--- src/rtl/cpu_ctrl.sv ---
// cpu_ctrl -- multi-cycle sequencer for the 16-bit accumulator machine.
//
// Fetches an instruction over a single-port memory handshake, decodes it,
// fetches an operand or stores AC when needed, and drives the external
// combinational ALU. Owns PC, IR, AC and MDR.
//
// Ports:
//   clk, rst            clock, asynchronous active-high reset
//   mem_req/mem_we      memory request (held until mem_ack), write enable
//   mem_addr/mem_wdata  request address, write data (AC)
//   mem_rdata/mem_ack   read data and request completion
//   alu_op/alu_a/alu_b  ALU op code (IR op in EXEC, 4'b0100 otherwise), AC, MDR
//   alu_out/alu_ban     ALU result and branch flag
//   pc, ac              architectural registers
//   halted              high in HALT
//   instr_done          one-cycle pulse after an instruction retires
//   step                single-step advance (only with CPU_CTRL_SSTEP_EN)
//
// Build option: define CPU_CTRL_SSTEP_EN to add the PAUSE state and the step
// port; each retire then parks in PAUSE until step is sampled high.

module cpu_ctrl #(
  parameter int AW = 12,
  parameter int DW = 16
) (
  input  logic          clk,
  input  logic          rst,
  output logic          mem_req,
  output logic          mem_we,
  output logic [AW-1:0] mem_addr,
  output logic [DW-1:0] mem_wdata,
  input  logic [DW-1:0] mem_rdata,
  input  logic          mem_ack,
  output logic [3:0]    alu_op,
  output logic [DW-1:0] alu_a,
  output logic [DW-1:0] alu_b,
  input  logic [DW-1:0] alu_out,
  input  logic          alu_ban,
  output logic [AW-1:0] pc,
  output logic [DW-1:0] ac,
  output logic          halted,
  output logic          instr_done
`ifdef CPU_CTRL_SSTEP_EN
  ,
  input  logic          step
`endif
);

  typedef enum logic [2:0] {
    S_START,
    S_FETCH,
    S_DECODE,
    S_OPRD,
    S_EXEC,
    S_STORE,
    S_HALT
`ifdef CPU_CTRL_SSTEP_EN
    ,
    S_PAUSE
`endif
  } state_t;

`ifdef CPU_CTRL_SSTEP_EN
  localparam state_t S_AFTER = S_PAUSE;
`else
  localparam state_t S_AFTER = S_FETCH;
`endif

  localparam logic [3:0] OP_CLA = 4'h0;
  localparam logic [3:0] OP_COM = 4'h1;
  localparam logic [3:0] OP_SHR = 4'h2;
  localparam logic [3:0] OP_CSL = 4'h3;
  localparam logic [3:0] OP_STP = 4'h4;
  localparam logic [3:0] OP_ADD = 4'h5;
  localparam logic [3:0] OP_STA = 4'h6;
  localparam logic [3:0] OP_LDA = 4'h7;
  localparam logic [3:0] OP_JMP = 4'h8;
  localparam logic [3:0] OP_BAN = 4'h9;
  localparam logic [3:0] OP_IDLE = 4'b0100;

  state_t        state_q, state_d;
  logic [AW-1:0] pc_q, pc_d;
  logic [DW-1:0] ac_q, ac_d;
  logic [DW-1:0] ir_q, ir_d;
  logic [DW-1:0] mdr_q, mdr_d;
  logic          mem_req_q, mem_req_d;
  logic          mem_we_q, mem_we_d;
  logic [AW-1:0] mem_addr_q, mem_addr_d;
  logic [3:0]    alu_op_q, alu_op_d;
  logic          halted_q, halted_d;
  logic          instr_done_q, instr_done_d;

  logic [3:0]    ir_op;
  logic          ack;
  logic          retire;

  assign ir_op = ir_q[DW-1:DW-4];
  // An ack only counts against a live request.
  assign ack   = mem_req_q & mem_ack;

  always_comb begin
    state_d = state_q;
    pc_d    = pc_q;
    ac_d    = ac_q;
    ir_d    = ir_q;
    mdr_d   = mdr_q;
    retire  = 1'b0;

    case (state_q)
      S_START: begin
        state_d = S_AFTER;
      end
      S_FETCH: begin
        if (ack) begin
          ir_d    = mem_rdata;
          pc_d    = pc_q + AW'(1);
          state_d = S_DECODE;
        end
      end
      S_DECODE: begin
        case (ir_op)
          OP_ADD, OP_LDA: state_d = S_OPRD;
          OP_STA:         state_d = S_STORE;
          OP_STP:         state_d = S_HALT;
          default:        state_d = S_EXEC;
        endcase
      end
      S_OPRD: begin
        if (ack) begin
          mdr_d   = mem_rdata;
          state_d = S_EXEC;
        end
      end
      S_STORE: begin
        if (ack) begin
          retire  = 1'b1;
          state_d = S_AFTER;
        end
      end
      S_EXEC: begin
        case (ir_op)
          OP_CLA, OP_COM, OP_SHR, OP_CSL, OP_ADD, OP_LDA: ac_d = alu_out;
          OP_JMP: pc_d = ir_q[AW-1:0];
          OP_BAN: if (alu_ban) pc_d = ir_q[AW-1:0];
          default: ;
        endcase
        retire  = 1'b1;
        state_d = S_AFTER;
      end
      S_HALT: begin
        state_d = S_HALT;
      end
`ifdef CPU_CTRL_SSTEP_EN
      S_PAUSE: begin
        if (step) state_d = S_FETCH;
      end
`endif
      default: begin
        state_d = S_START;
      end
    endcase

    // Outputs are registered, so they are derived from the state being
    // entered; this keeps them glitch-free and stable across wait cycles.
    mem_req_d    = (state_d == S_FETCH) || (state_d == S_OPRD) || (state_d == S_STORE);
    mem_we_d     = (state_d == S_STORE);
    mem_addr_d   = (state_d == S_FETCH) ? pc_d : ir_d[AW-1:0];
    alu_op_d     = (state_d == S_EXEC) ? ir_d[DW-1:DW-4] : OP_IDLE;
    halted_d     = (state_d == S_HALT);
    instr_done_d = retire || ((state_q == S_DECODE) && (state_d == S_HALT));
  end

  always_ff @(posedge clk or posedge rst) begin
    if (rst) begin
      state_q      <= S_START;
      pc_q         <= '0;
      ac_q         <= '0;
      ir_q         <= '0;
      mdr_q        <= '0;
      mem_req_q    <= 1'b0;
      mem_we_q     <= 1'b0;
      mem_addr_q   <= '0;
      alu_op_q     <= OP_IDLE;
      halted_q     <= 1'b0;
      instr_done_q <= 1'b0;
    end else begin
      state_q      <= state_d;
      pc_q         <= pc_d;
      ac_q         <= ac_d;
      ir_q         <= ir_d;
      mdr_q        <= mdr_d;
      mem_req_q    <= mem_req_d;
      mem_we_q     <= mem_we_d;
      mem_addr_q   <= mem_addr_d;
      alu_op_q     <= alu_op_d;
      halted_q     <= halted_d;
      instr_done_q <= instr_done_d;
    end
  end

  assign mem_req    = mem_req_q;
  assign mem_we     = mem_we_q;
  assign mem_addr   = mem_addr_q;
  assign mem_wdata  = ac_q;
  assign alu_op     = alu_op_q;
  assign alu_a      = ac_q;
  assign alu_b      = mdr_q;
  assign pc         = pc_q;
  assign ac         = ac_q;
  assign halted     = halted_q;
  assign instr_done = instr_done_q;

endmodule

--- config.mk ---
export PLATFORM = sky130hd
export DESIGN_NAME = cpu_ctrl
export DESIGN_NICKNAME = d
export VERILOG_FILES = /design/src/rtl/cpu_ctrl.sv
export SDC_FILE = /design/constraint.sdc
export NUM_CORES = 1
export LEC_CHECK = 0
export CORE_ASPECT_RATIO = 0.7
export CORE_MARGIN = 2
export CORE_UTILIZATION = 46
export DETAILED_ROUTE_END_ITERATION = 8
export PLACE_DENSITY = 0.87
export SLEW_MARGIN = 30
export SYNTH_ARGS = -nofsm -noshare
export SYNTH_HDL_FRONTEND = slang
export SYNTH_SLANG_ARGS = --single-unit
export TNS_END_PERCENT = 5
--- constraint.sdc ---
create_clock -name clk -period 2.9 [get_ports clk]
set_input_delay 0.58 -clock clk [delete_from_list [all_inputs] [get_ports clk]]
set_output_delay 0.58 -clock clk [all_outputs]
set_load 0.01 [all_outputs]
==> run_results.csv <==
group,metric,value,unit
setup_path,endpoint_of_the_worst_register_to_register_path,"mem_addr[0]",
setup_path,crit_chain,"clkdlybuf4s50_1 -> and2_0 -> o21ai_0 -> o2bb2ai_1 -> nor2_2 -> buf_4 -> mux2_2",
setup_path,worstSetupPathDepth,7,
floorplan,design.portCount,132,
cells_and_area,finish.net_count,473,
floorplan,coreArea,0.008006,mm²
pwr,highest_ir_drop_seen_on_vdd,0.5978,mV
setup_path,criticalPathCategory,"in -> reg",
min_path,worst_min_delay_path_class,"reg -> reg",
clock_network,cts_setup_buffers,0,
job,maxCapViolCount,0,
setup_path,reg2regPathDepth,5,
global_routing,first_global_vias,2747,
synth,synthesis.yosys.warnings,0,
sta,hold_slack,0.4942,ns
synth,synth_enable_flop_cells,0,
placed_design,io_buffers,131,
sta,report.final.setup_viol,0,
pwr,final_power,6.346,mW
clock_network,h-tree-depth,3,
floorplan,initial_utilization,48.32,%
floorplan,die_w,113.6,µm
cells_and_area,postLayoutCoreUtil,67.59,%
clock_network,clk_transition_reported_paths,0.06,ns
clock_network,total_cts_buffers,9,
sta,fin_crit,2.372,ns
routing,wl,9.095,mm
synth,most_frequent_cell_after_synthesis,"dfrtp_1",
sta,final_min_period_over_clock_period,81.81,%
setup_path,critical_path.max_stage_delay,0.59,ns
setup_path,critPathSlowestCell,"clkdlybuf4s50_1",
clock_network,cts_tree,"yes",
global_routing,antenna_found_initial,0,
floorplan,rows,27,
setup_path,critical_path_required,3.12,ns
cells_and_area,stdcell_area,0.005411,mm²
routing,via_count,2850,
clock_network,cts-resized-gates,0,
sta,final.setup_skew,0.008046,ns
floorplan,die_y,80.73,µm
synth,mappedNetlistArea,0.003869,mm²
sta,slew_violations,0,
sta,unrepaired_setup_endpoints_after_global_routing,"false",
cells_and_area,syn_to_final_growth,39.88,%
placed_design,detailedPlacementHpwl,6.359,mm
setup_path,setup_slack_of_the_most_critical_reg_to_reg_path,0.55,ns
synth,synth.ff_latch_count,83,
min_path,worstHoldPathCells,2,
synth,syn_avg_cell_area,11.79,µm²
global_routing,grt.total_usage,20.29,%
routing,dr.pass1.iters,5,
pwr,powerDensity,1173,mW/mm²
synth,yosysSeqAreaShare,53.72,%
setup_path,crit_path_end,"mem_addr[11]",
routing,route.detailed.drc,0,
synth,synth_fp_nets,365,
sta,timing_hold_violations_final,0,
placed_design,finalWeightedCongestion,0.8357,
min_path,min_from,"ir_q[10]",
global_routing,grt_start_max_net_pins,84,
cells_and_area,n_antenna_cell,0,
synth,synth_top_cell_by_area,"dfrtp_1",
global_routing,globalRoute.totalOverflow,0,
synth,synth_async_reset_ratio,100.0,%
routing,detail-route-antenna-nets,0,
global_routing,grt_pass1_wl,14.15,mm
routing,drt-initial-drc-count,217,
run_status,outcome,"finished, final reports clean",
cells_and_area,post_route_cells_drive_above_1_share,19.05,%
setup_path,critPathCaptureType,"flip-flop",
synth,list_of_most_frequent_post_synthesis_cells,"82 x dfrtp_1, 52 x nand2_1, 42 x mux2_2",
synth,ys_top_cells_by_area,"dfrtp_1 53%, mux2_2 12%, buf_4 6.8%",
clock_network,clk-insertion-delay-late,0.33,ns
sta,max_freq,421.5,MHz
floorplan,floorplan.die_area,0.009172,mm²
routing,detail_route.vias_per_cell,5.258,
setup_path,top_delay_family_on_crit_path,"buffers and inverters",
setup_path,worstReg2RegStart,"state_q[0]",
clock_network,cts_num_sinks,83,
setup_path,critical_path_buf_inv_count,2,
setup_path,worstPathMaxFanout,12,
setup_path,startpoint,"mem_ack",
sta,max-slew-margin-rel,57.92,%
setup_path,worst_ep_arrival_time,2.59,ns
routing,drt_wl_cell,16.78,µm
synth,netlist-cell-type-count,49,
synth,yosys_most_used_dff,"dfrtp_1",
setup_path,worst_setup_path_start_kind,"input pin",
sta,tightest_slew,0.6298,ns
clock_network,ctsHoldBuffers,0,
synth,post-synth-top-area-fraction,53.04,%
placed_design,placed_cell_area,0.005069,mm²
pwr,leakagePower,2.363,nW
clock_network,cts.path.max_buffers,2,
clock_network,ctsRootBufferMaster,"clkbuf_16",
synth,synth_cells,328,
sta,totalNegativeSetupSlack,0,ns
how the worst min path moves through the flow:
stage | end | slack (ns)
final | ir_q[10] | 0.49
after global routing | alu_b[7] | 0.51
after CTS | ir_q[10] | 0.49
after detailed placement | ir_q[10] | 0.48
after global placement | ir_q[10] | 0.48
after floorplan | ir_q[10] | 0.45
registers in the layout, indices dropped and copies added, names as in the netlist:
signal and flops:
alu_op 4, mem_req 1, mem_addr 12, alu_b 16
ac 16, state_q 3, halted 1, pc 12
mem_we 1, instr_done 1, ir_q 16
routing by layer:
metal  share of wire (%)  global-route usage, %  wire [µm]  up-vias
met5                   0                      0          0        -
met4                 1.1                  7.073        101        0
met3                 7.7                  5.522        702        9
met2                  46                  31.92       4214      135
met1                  45                  27.58       4076     1386
li1                    -                      -          -     1320
cells by family (layout without fill, tap and decap cells):
| family | after synthesis | after routing | synth area share (%) |
|---|---|---|---|
| DFF | 83 | 83 | 53.72 |
| and+or+nand+nor | 104 | 104 | 14.07 |
| xor gates and xnor gates | 3 | 3 | 0.6793 |
| adders and majority gates | 1 | 1 | 0.3234 |
| muxes | 54 | 54 | 15.65 |
| AOI/OAI and AO/OA | 30 | 30 | 6.339 |
| buffers and inverters | 53 | 166 | 9.217 |
worst min-delay path, cell delays in order (launching register included):
cell	delay, ns
dfrtp_1	0.33
nand2_1	0.05
nand2_1	0.07
cells in the final DEF (no fill, tap or decap), types with 5 or more instances in the layout:
master / count
a221o_1: 7
dfrtp_1: 82
mux2_2: 42
clkbuf_16: 9
nand3_1: 5
buf_4: 8
mux2i_1: 8
nor2_1: 6
nor2b_1: 6
nand2_1: 52
clkdlybuf4s50_1: 131
inv_1: 9
layout make-up:
| class | instances | area, µm² |
|---|---|---|
| Fill cell | 603 | 2595 |
| Sequential cell | 83 | 2078 |
| Clock inverter | 6 | 113.9 |
| Multi-Input combinational cell | 192 | 1434 |
| Clock buffer | 10 | 229.0 |
| Timing Repair Buffer | 140 | 1391 |
| Tap cell | 101 | 126.4 |
| Inverter | 10 | 38.79 |
metrics by stage:
step	instances	worst slack [ns]
finish	542	0.5276
global route	542	0.4482
CTS	542	0.5735
detailed placement	526	0.2697
global placement	526	0.3475
floorplan	328	0.1849
where the power goes:
| group | internal [mW] | switching, mW | leakage [nW] | total (mW) |
|---|---|---|---|---|
| registers | 1.66 | 0.414 | 1.04 | 2.08 |
| clock network | 0.843 | 0.462 | 0.159 | 1.30 |
| logic | 1.69 | 1.28 | 1.16 | 2.97 |
Note: power is estimated with default switching activity, not from simulation.
